## src/rtl/d_stage_pkg.sv

```systemverilog
// Shared decode-stage constants: RV32 opcodes, immediate-select encoding, canonical NOP.
package d_stage_pkg;

    localparam int unsigned OPC_W     = 7;
    localparam int unsigned IMM_SEL_W = 3;
    localparam int unsigned KCNT_W    = 3;

    localparam logic [OPC_W-1:0] OPC_LOAD      = 7'b000_0011;
    localparam logic [OPC_W-1:0] OPC_STORE     = 7'b010_0011;
    localparam logic [OPC_W-1:0] OPC_BRANCH    = 7'b110_0011;
    localparam logic [OPC_W-1:0] OPC_JAL       = 7'b110_1111;
    localparam logic [OPC_W-1:0] OPC_JALR      = 7'b110_0111;
    localparam logic [OPC_W-1:0] OPC_LUI       = 7'b011_0111;
    localparam logic [OPC_W-1:0] OPC_AUIPC     = 7'b001_0111;
    localparam logic [OPC_W-1:0] OPC_ARI_ITYPE = 7'b001_0011;
    localparam logic [OPC_W-1:0] OPC_ARI_RTYPE = 7'b011_0011;
    localparam logic [OPC_W-1:0] OPC_CSR       = 7'b111_0011;

    typedef enum logic [IMM_SEL_W-1:0] {
        IMM_S     = 3'd0,
        IMM_B     = 3'd1,
        IMM_U     = 3'd2,
        IMM_J     = 3'd3,
        IMM_I     = 3'd4,
        IMM_SHAMT = 3'd5,
        IMM_CSR   = 3'd6,
        IMM_NONE  = 3'd7
    } imm_sel_e;

    localparam logic [31:0] INST_NOP = 32'h0000_0013;

    function automatic logic [OPC_W-1:0] opcode_of(input logic [31:0] inst);
        return inst[OPC_W-1:0];
    endfunction

endpackage

```

## src/rtl/d_inst_decode.sv

```systemverilog
// Combinational D-stage decode: immediate type, register-use flags and raw rs1/rs2 fields.
module d_inst_decode
    import d_stage_pkg::*;
#(
    parameter int unsigned XLEN   = 32,
    parameter int unsigned REG_AW = 5
) (
    input  logic [XLEN-1:0]      i_inst,
    output logic [IMM_SEL_W-1:0] o_imm_sel,
    output logic                 o_rs1_used,
    output logic                 o_rs2_used,
    output logic [REG_AW-1:0]    o_rs1,
    output logic [REG_AW-1:0]    o_rs2
);

    imm_sel_e         w_imm_sel;
    logic [OPC_W-1:0] w_opc;
    logic [2:0]       w_funct3;
    logic             w_unused_bits;

    assign w_opc         = opcode_of(32'(i_inst));
    assign w_funct3      = i_inst[14:12];
    assign o_rs1         = REG_AW'(i_inst[19:15]);
    assign o_rs2         = REG_AW'(i_inst[24:20]);
    assign w_unused_bits = ^{i_inst[XLEN-1:25], i_inst[11:7]};

    always_comb begin
        w_imm_sel  = IMM_NONE;
        o_rs1_used = 1'b1;
        o_rs2_used = 1'b0;
        case (w_opc)
            OPC_STORE: begin
                w_imm_sel  = IMM_S;
                o_rs2_used = 1'b1;
            end
            OPC_BRANCH: begin
                w_imm_sel  = IMM_B;
                o_rs2_used = 1'b1;
            end
            OPC_LUI, OPC_AUIPC: begin
                w_imm_sel  = IMM_U;
                o_rs1_used = 1'b0;
            end
            OPC_JAL: begin
                w_imm_sel  = IMM_J;
                o_rs1_used = 1'b0;
            end
            OPC_LOAD, OPC_JALR: w_imm_sel = IMM_I;
            // Shift-immediates carry shamt in the immediate field
            OPC_ARI_ITYPE: w_imm_sel = (w_funct3 == 3'b001 || w_funct3 == 3'b101) ? IMM_SHAMT : IMM_I;
            OPC_CSR: begin
                w_imm_sel  = IMM_CSR;
                o_rs1_used = ~w_funct3[2];
            end
            OPC_ARI_RTYPE: begin
                w_imm_sel  = IMM_NONE;
                o_rs2_used = 1'b1;
            end
            default: w_imm_sel = IMM_NONE;
        endcase
    end

    assign o_imm_sel = w_imm_sel;

endmodule

```

## src/rtl/d_stage_ctrl.sv

```systemverilog
// D-stage controller: instruction register, post-redirect squash window, load-use interlock.
// Optional interlock enabled by defining LOAD_USE_INTERLOCK_EN; otherwise stall is tied low.
module d_stage_ctrl
    import d_stage_pkg::*;
#(
    parameter int unsigned XLEN       = 32,
    parameter int unsigned REG_AW     = 5,
    parameter int unsigned KILL_SLOTS = 2
) (
    input  logic                 clk,
    input  logic                 rst_n,
    input  logic [XLEN-1:0]      f_inst,
    input  logic                 f_valid,
    input  logic [XLEN-1:0]      x_inst,
    input  logic                 x_valid,
    input  logic                 x_redirect,
    output logic [XLEN-1:0]      d_inst,
    output logic                 d_valid,
    output logic [IMM_SEL_W-1:0] imm_sel,
    output logic [REG_AW-1:0]    rs1_addr,
    output logic [REG_AW-1:0]    rs2_addr,
    output logic                 icache_re,
    output logic                 stall,
    output logic                 d_to_x_valid
);

    localparam logic [KCNT_W-1:0] KILL_RELOAD = KCNT_W'(KILL_SLOTS - 1);

    logic [XLEN-1:0]   r_d_inst;
    logic              r_d_valid;
    logic [KCNT_W-1:0] r_kill_cnt;

    logic              w_rs1_used;
    logic              w_rs2_used;
    logic [REG_AW-1:0] w_rs1;
    logic [REG_AW-1:0] w_rs2;
    logic              w_stall;

    d_inst_decode #(
        .XLEN   (XLEN),
        .REG_AW (REG_AW)
    ) u_decode (
        .i_inst     (r_d_inst),
        .o_imm_sel  (imm_sel),
        .o_rs1_used (w_rs1_used),
        .o_rs2_used (w_rs2_used),
        .o_rs1      (w_rs1),
        .o_rs2      (w_rs2)
    );

`ifdef LOAD_USE_INTERLOCK_EN
    logic              w_x_load;
    logic [REG_AW-1:0] w_x_rd;
    logic              w_rs1_hit;
    logic              w_rs2_hit;
    logic              w_unused_x;

    assign w_x_load   = (x_inst[OPC_W-1:0] == OPC_LOAD);
    assign w_x_rd     = REG_AW'(x_inst[11:7]);
    assign w_rs1_hit  = w_rs1_used & (w_x_rd == w_rs1);
    assign w_rs2_hit  = w_rs2_used & (w_x_rd == w_rs2);
    assign w_unused_x = ^x_inst[XLEN-1:12];
    // A redirect squashes D anyway, so it overrides the interlock
    assign w_stall    = r_d_valid & x_valid & w_x_load & (w_x_rd != '0)
                      & (w_rs1_hit | w_rs2_hit) & ~x_redirect;
`else
    logic w_unused_x;

    assign w_unused_x = ^{x_inst, x_valid};
    assign w_stall    = 1'b0;
`endif

    // D register update: redirect, then squash window, then stall hold, then fetch
    always_ff @(posedge clk or negedge rst_n) begin
        if (!rst_n) begin
            r_d_inst   <= XLEN'(INST_NOP);
            r_d_valid  <= 1'b0;
            r_kill_cnt <= '0;
        end else if (x_redirect) begin
            r_d_inst   <= XLEN'(INST_NOP);
            r_d_valid  <= 1'b0;
            r_kill_cnt <= KILL_RELOAD;
        end else if (r_kill_cnt != '0) begin
            r_d_inst   <= XLEN'(INST_NOP);
            r_d_valid  <= 1'b0;
            r_kill_cnt <= r_kill_cnt - KCNT_W'(1);
        end else if (!w_stall) begin
            r_d_inst   <= f_inst;
            r_d_valid  <= f_valid;
        end
    end

    assign d_inst       = r_d_inst;
    assign d_valid      = r_d_valid;
    assign rs1_addr     = (r_d_valid & w_rs1_used) ? w_rs1 : '0;
    assign rs2_addr     = (r_d_valid & w_rs2_used) ? w_rs2 : '0;
    assign stall        = w_stall;
    assign icache_re    = ~w_stall;
    assign d_to_x_valid = r_d_valid & ~w_stall & ~x_redirect;

endmodule
```

## config.mk

```make
export PLATFORM = sky130hd
export DESIGN_NAME = d_stage_ctrl
export DESIGN_NICKNAME = d
export VERILOG_FILES = /design/src/rtl/d_stage_pkg.sv /design/src/rtl/d_inst_decode.sv /design/src/rtl/d_stage_ctrl.sv
export SDC_FILE = /design/constraint.sdc
export NUM_CORES = 1
export LEC_CHECK = 0
export CAP_MARGIN = 25
export CORE_MARGIN = 10
export CORE_UTILIZATION = 38
export CTS_BUF_LIST = sky130_fd_sc_hd__clkbuf_8
export CTS_CLUSTER_SIZE = 16
export DETAILED_ROUTE_END_ITERATION = 6
export MAX_ROUTING_LAYER = met4
export PLACE_DENSITY = 0.88
export SYNTH_ARGS = -nofsm -noshare
export SYNTH_HDL_FRONTEND = slang
export SYNTH_SLANG_ARGS = --single-unit
export TNS_END_PERCENT = 50
```

## constraint.sdc

```tcl
create_clock -name clk -period 4.5 [get_ports clk]
set_input_delay 1.35 -clock clk [delete_from_list [all_inputs] [get_ports clk]]
set_output_delay 1.35 -clock clk [all_outputs]
set_load 0.1 [all_outputs]
```

==> summary.txt <==
Run status
  – Outcome: finished, final reports clean

Cells and area
  – Final Instance Count excl. Fillers: 274
  – Most frequent standard cell in the layout excluding fill and tap cells: sky130_fd_sc_hd__clkdlybuf4s50_1
  – Number of inserted diodes: 0
  – Fin util: 0.613
  – Final Net Count: 294
  – Total non-filler cell area in the finished layout: 2470 um^2
  – Growth of design area from synthesis to finish: 55.5%
  – Layout cell share with drive strength beyond 1: 0.134
  – Commonest cells after routing, fill and taps aside: 67 x sky130_fd_sc_hd__clkdlybuf4s50_1, 35 x sky130_fd_sc_hd__and2_1, 33 x sky130_fd_sc_hd__dfrtp_1

Placement
  – DP Wirelength: 3340 um
  – Number of cells in the design after placement: 266
  – Placed instance area: 2380 um^2
  – Count of input and output buffers: 82
  – Weighted congestion at the end of routability-driven global placement: 0.730

Global routing
  – Wire length of the first global-routing pass: 6500 um
  – GRT Util Overall: 0.115
  – Congestion Overflow GR: 0
  – Number of global-route vias before repair: 1,333
  – Antenna violations before repair: 0
  – Maximum number of pins on one net before global-route repair: 37

Routing
  – Mean number of vias per cell: 4.65
  – Vias after detailed routing: 1,275
  – Average wire per standard cell: 15.1 um
  – Initial DRC count: 61
  – Final routed DRC violation total: 0
  – Overall routed net length: 4130 um
  – Number of iterations in the first detailed-routing pass: 4
  – Number of nets with antenna violations after routing: 0

Synthesis
  – Total standard cell area after synthesis: 1590 um^2
  – Synthesized flop and latch total: 36
  – Synth warnings: 0
  – Sequential fraction of the synthesis area: 0.569
  – Number of instances in the synthesized netlist: 143
  – Per-instance average area after synthesis: 11.1 um^2
  – Post-Syn Nets: 214
  – Synth unique cells: 34

Power and ir drop
  – Relative contribution of the clock network to total power: 0.152
  – Leakage power total: 1.10 nW
  – Switch Pwr: 0.740 mW
  – Fraction of power spent switching nets: 0.516
  – Pwr per Cell Area: 580 nW/um^2
  – Worst vdd ir: 0.000309 V
  – Proportion of power drawn by flip-flops and latches: 0.299
  – Int Power: 0.694 mW
  – Combinational share of power: 0.550

Floorplanning
  – Die height: 84.7 um
  – Placeable Area: 4030 um^2
  – Initial Util: 0.394
  – Core Rows: 23
  – Top-level I/O count: 118
  – Area of the die: 7170 um^2
  – X dimension of the die: 84.7 um

STA
  – F_max: 0.275 GHz
  – Final hold violation count: 0
  – Portion of the clock cycle consumed by the worst path in the final layout: 0.807
  – RSZ-0062 raised after global routing: false
  – Worst hold-check slack: 512 ps
  – Worst Tran Pin Value: 994 ps
  – Slew Viols, Final: 0
  – Clock period minus final worst setup slack: 3630 ps
  – Setup clock skew after layout: 1.79 ps
  – Max-slew headroom at the worst pin: 0.335
  – Final setup viols: 0

Critical path
  – Data required time of the worst path: 3150 ps
  – Critical path endpoint category: output pin
  – Arrival time of the worst setup path: 2280 ps
  – Number of cells on the worst reg-to-reg path: 5
  – Startpoint types: input port
  – Biggest fanout along the worst timing path: 5
  – Setup CP Type: in2out

CTS
  – Deepest level of the CTS H-tree: 2
  – CTS tree: yes
  – Worst-skew pair later-pin latency: 270 ps
  – Hold buffer count at CTS: 0
  – Number of buffers added for setup after CTS: 0
  – Cts bufs inserted: 5
  – Reg clk slew, reported paths: 60 ps
  – Root buffer selected by CTS: sky130_fd_sc_hd__clkbuf_8
  – Clock tree buffer depth: 2
  – Post-cts repair resize count: 0
  – Clock net sink count: 36

Min path
  – Hold Path Class: reg2reg
  – Hold Path Cell Cnt: 2

Flow run
  – Count of maximum capacitance violations: 0
==> per-stage QoR <==
step                total power, mW  setup TNS, ps  setup WS (ps)
finish                         1.43              0            869
CTS                            1.45              0            867
floorplan                      1.04           -374          -77.8
detailed placement             1.23              0            868
global placement               1.21              0            873
global route                   1.50              0            805
==> registers in the layout (all words and copies together) (netlist names) <==
signal / count
r_kill_cnt: 3
d_inst: 32
d_valid: 1
==> power by group through the flow <==
stage / clock (mW) / combinational (mW) / sequential, mW
2_1_floorplan: 0 / 0.276 / 0.761
3_3_place_gp: 0 / 0.783 / 0.431
3_5_place_dp: 0 / 0.794 / 0.434
4_1_cts: 0.227 / 0.795 / 0.428
5_1_grt: 0.242 / 0.819 / 0.438
6_report: 0.217 / 0.788 / 0.428
==> path summary, 6_finish.rpt <==
path	start	endpoint	slack [ps]
worst min-delay path	r_kill_cnt[2]$_DFFE_PN0P_	r_kill_cnt[2]$_DFFE_PN0P_	510
max in group asynchronous	rst_n	d_inst[14]$_DFF_PN0_	2880
min in group asynchronous	rst_n	d_inst[7]$_DFF_PN0_	1150
worst max-delay path	x_redirect	d_to_x_valid	870
worst min register to register	r_kill_cnt[2]$_DFFE_PN0P_	r_kill_cnt[2]$_DFFE_PN0P_	510
worst max register to register	r_kill_cnt[0]$_DFFE_PN0P_	d_inst[19]$_DFF_PN0_	2540
==> cell type report <==
| class | instances | area, um^2 |
|---|---|---|
| Fill cell | 343 | 1560 |
| Timing Repair Buffer | 82 | 781 |
| Clock inverter | 2 | 7.51 |
| Multi-Input combinational cell | 94 | 618 |
| Inverter | 4 | 15.0 |
| Clock buffer | 6 | 82.6 |
| Sequential cell | 36 | 905 |
| Tap cell | 50 | 62.6 |
==> critical path: stages <==
cell                              delay [ps]
sky130_fd_sc_hd__clkdlybuf4s50_1         490
sky130_fd_sc_hd__nor2b_1                 140
sky130_fd_sc_hd__buf_4                   300
==> cell usage after synthesis <==
cell type	n	area share
sky130_fd_sc_hd__nor2_1	5	0.012
sky130_fd_sc_hd__a211o_1	2	0.011
sky130_fd_sc_hd__o311a_4	1	0.013
sky130_fd_sc_hd__conb_1	2	0.0047
sky130_fd_sc_hd__buf_6	1	0.0071
sky130_fd_sc_hd__nand2b_1	4	0.016
sky130_fd_sc_hd__nand3_1	6	0.019
sky130_fd_sc_hd__buf_4	3	0.014
sky130_fd_sc_hd__a21oi_1	3	0.0094
sky130_fd_sc_hd__a31oi_1	1	0.0039
sky130_fd_sc_hd__o21ba_2	1	0.0063
sky130_fd_sc_hd__nand3b_1	1	0.0047
sky130_fd_sc_hd__o22ai_1	5	0.020
sky130_fd_sc_hd__nor2b_1	4	0.016
sky130_fd_sc_hd__or2_2	1	0.0039
sky130_fd_sc_hd__xor2_1	1	0.0055
sky130_fd_sc_hd__nor3_1	1	0.0031
sky130_fd_sc_hd__or3b_4	1	0.0071
sky130_fd_sc_hd__nor4_1	1	0.0039
sky130_fd_sc_hd__nand4bb_1	1	0.0071
sky130_fd_sc_hd__nand2_1	10	0.024
sky130_fd_sc_hd__a21o_1	1	0.0047
sky130_fd_sc_hd__clkbuf_1	4	0.0094
sky130_fd_sc_hd__buf_2	1	0.0031
sky130_fd_sc_hd__nor4b_1	1	0.0055
sky130_fd_sc_hd__ha_1	2	0.016
sky130_fd_sc_hd__dfrtp_1	33	0.52
sky130_fd_sc_hd__and2_1	35	0.14
sky130_fd_sc_hd__o211ai_1	1	0.0047
sky130_fd_sc_hd__mux2i_1	1	0.0063
sky130_fd_sc_hd__and3b_1	1	0.0055
sky130_fd_sc_hd__inv_1	4	0.0094
sky130_fd_sc_hd__dfstp_2	3	0.050
sky130_fd_sc_hd__a2111oi_4	1	0.017
==> logic make-up after synthesis <==
kind of cell,share of synthesized area
compound gates,0.0906
xor+xnor,0.00551
fa+ha+maj,0.0157
buf+inv,0.0433
flops,0.569
mux,0.00630
other cells,0.00473
simple gates,0.265
==> layer usage <==
| layer | GRT usage | vias up | share of wire |
|---|---|---|---|
| met5 | - | - | 0 |
| met4 | 0.0539 | 0 | 0.0099 |
| met3 | 0.0464 | 2 | 0.088 |
| met2 | 0.200 | 52 | 0.52 |
| met1 | 0.109 | 598 | 0.38 |
| li1 | - | 623 | - |
Power figures use the tool's default switching activity.
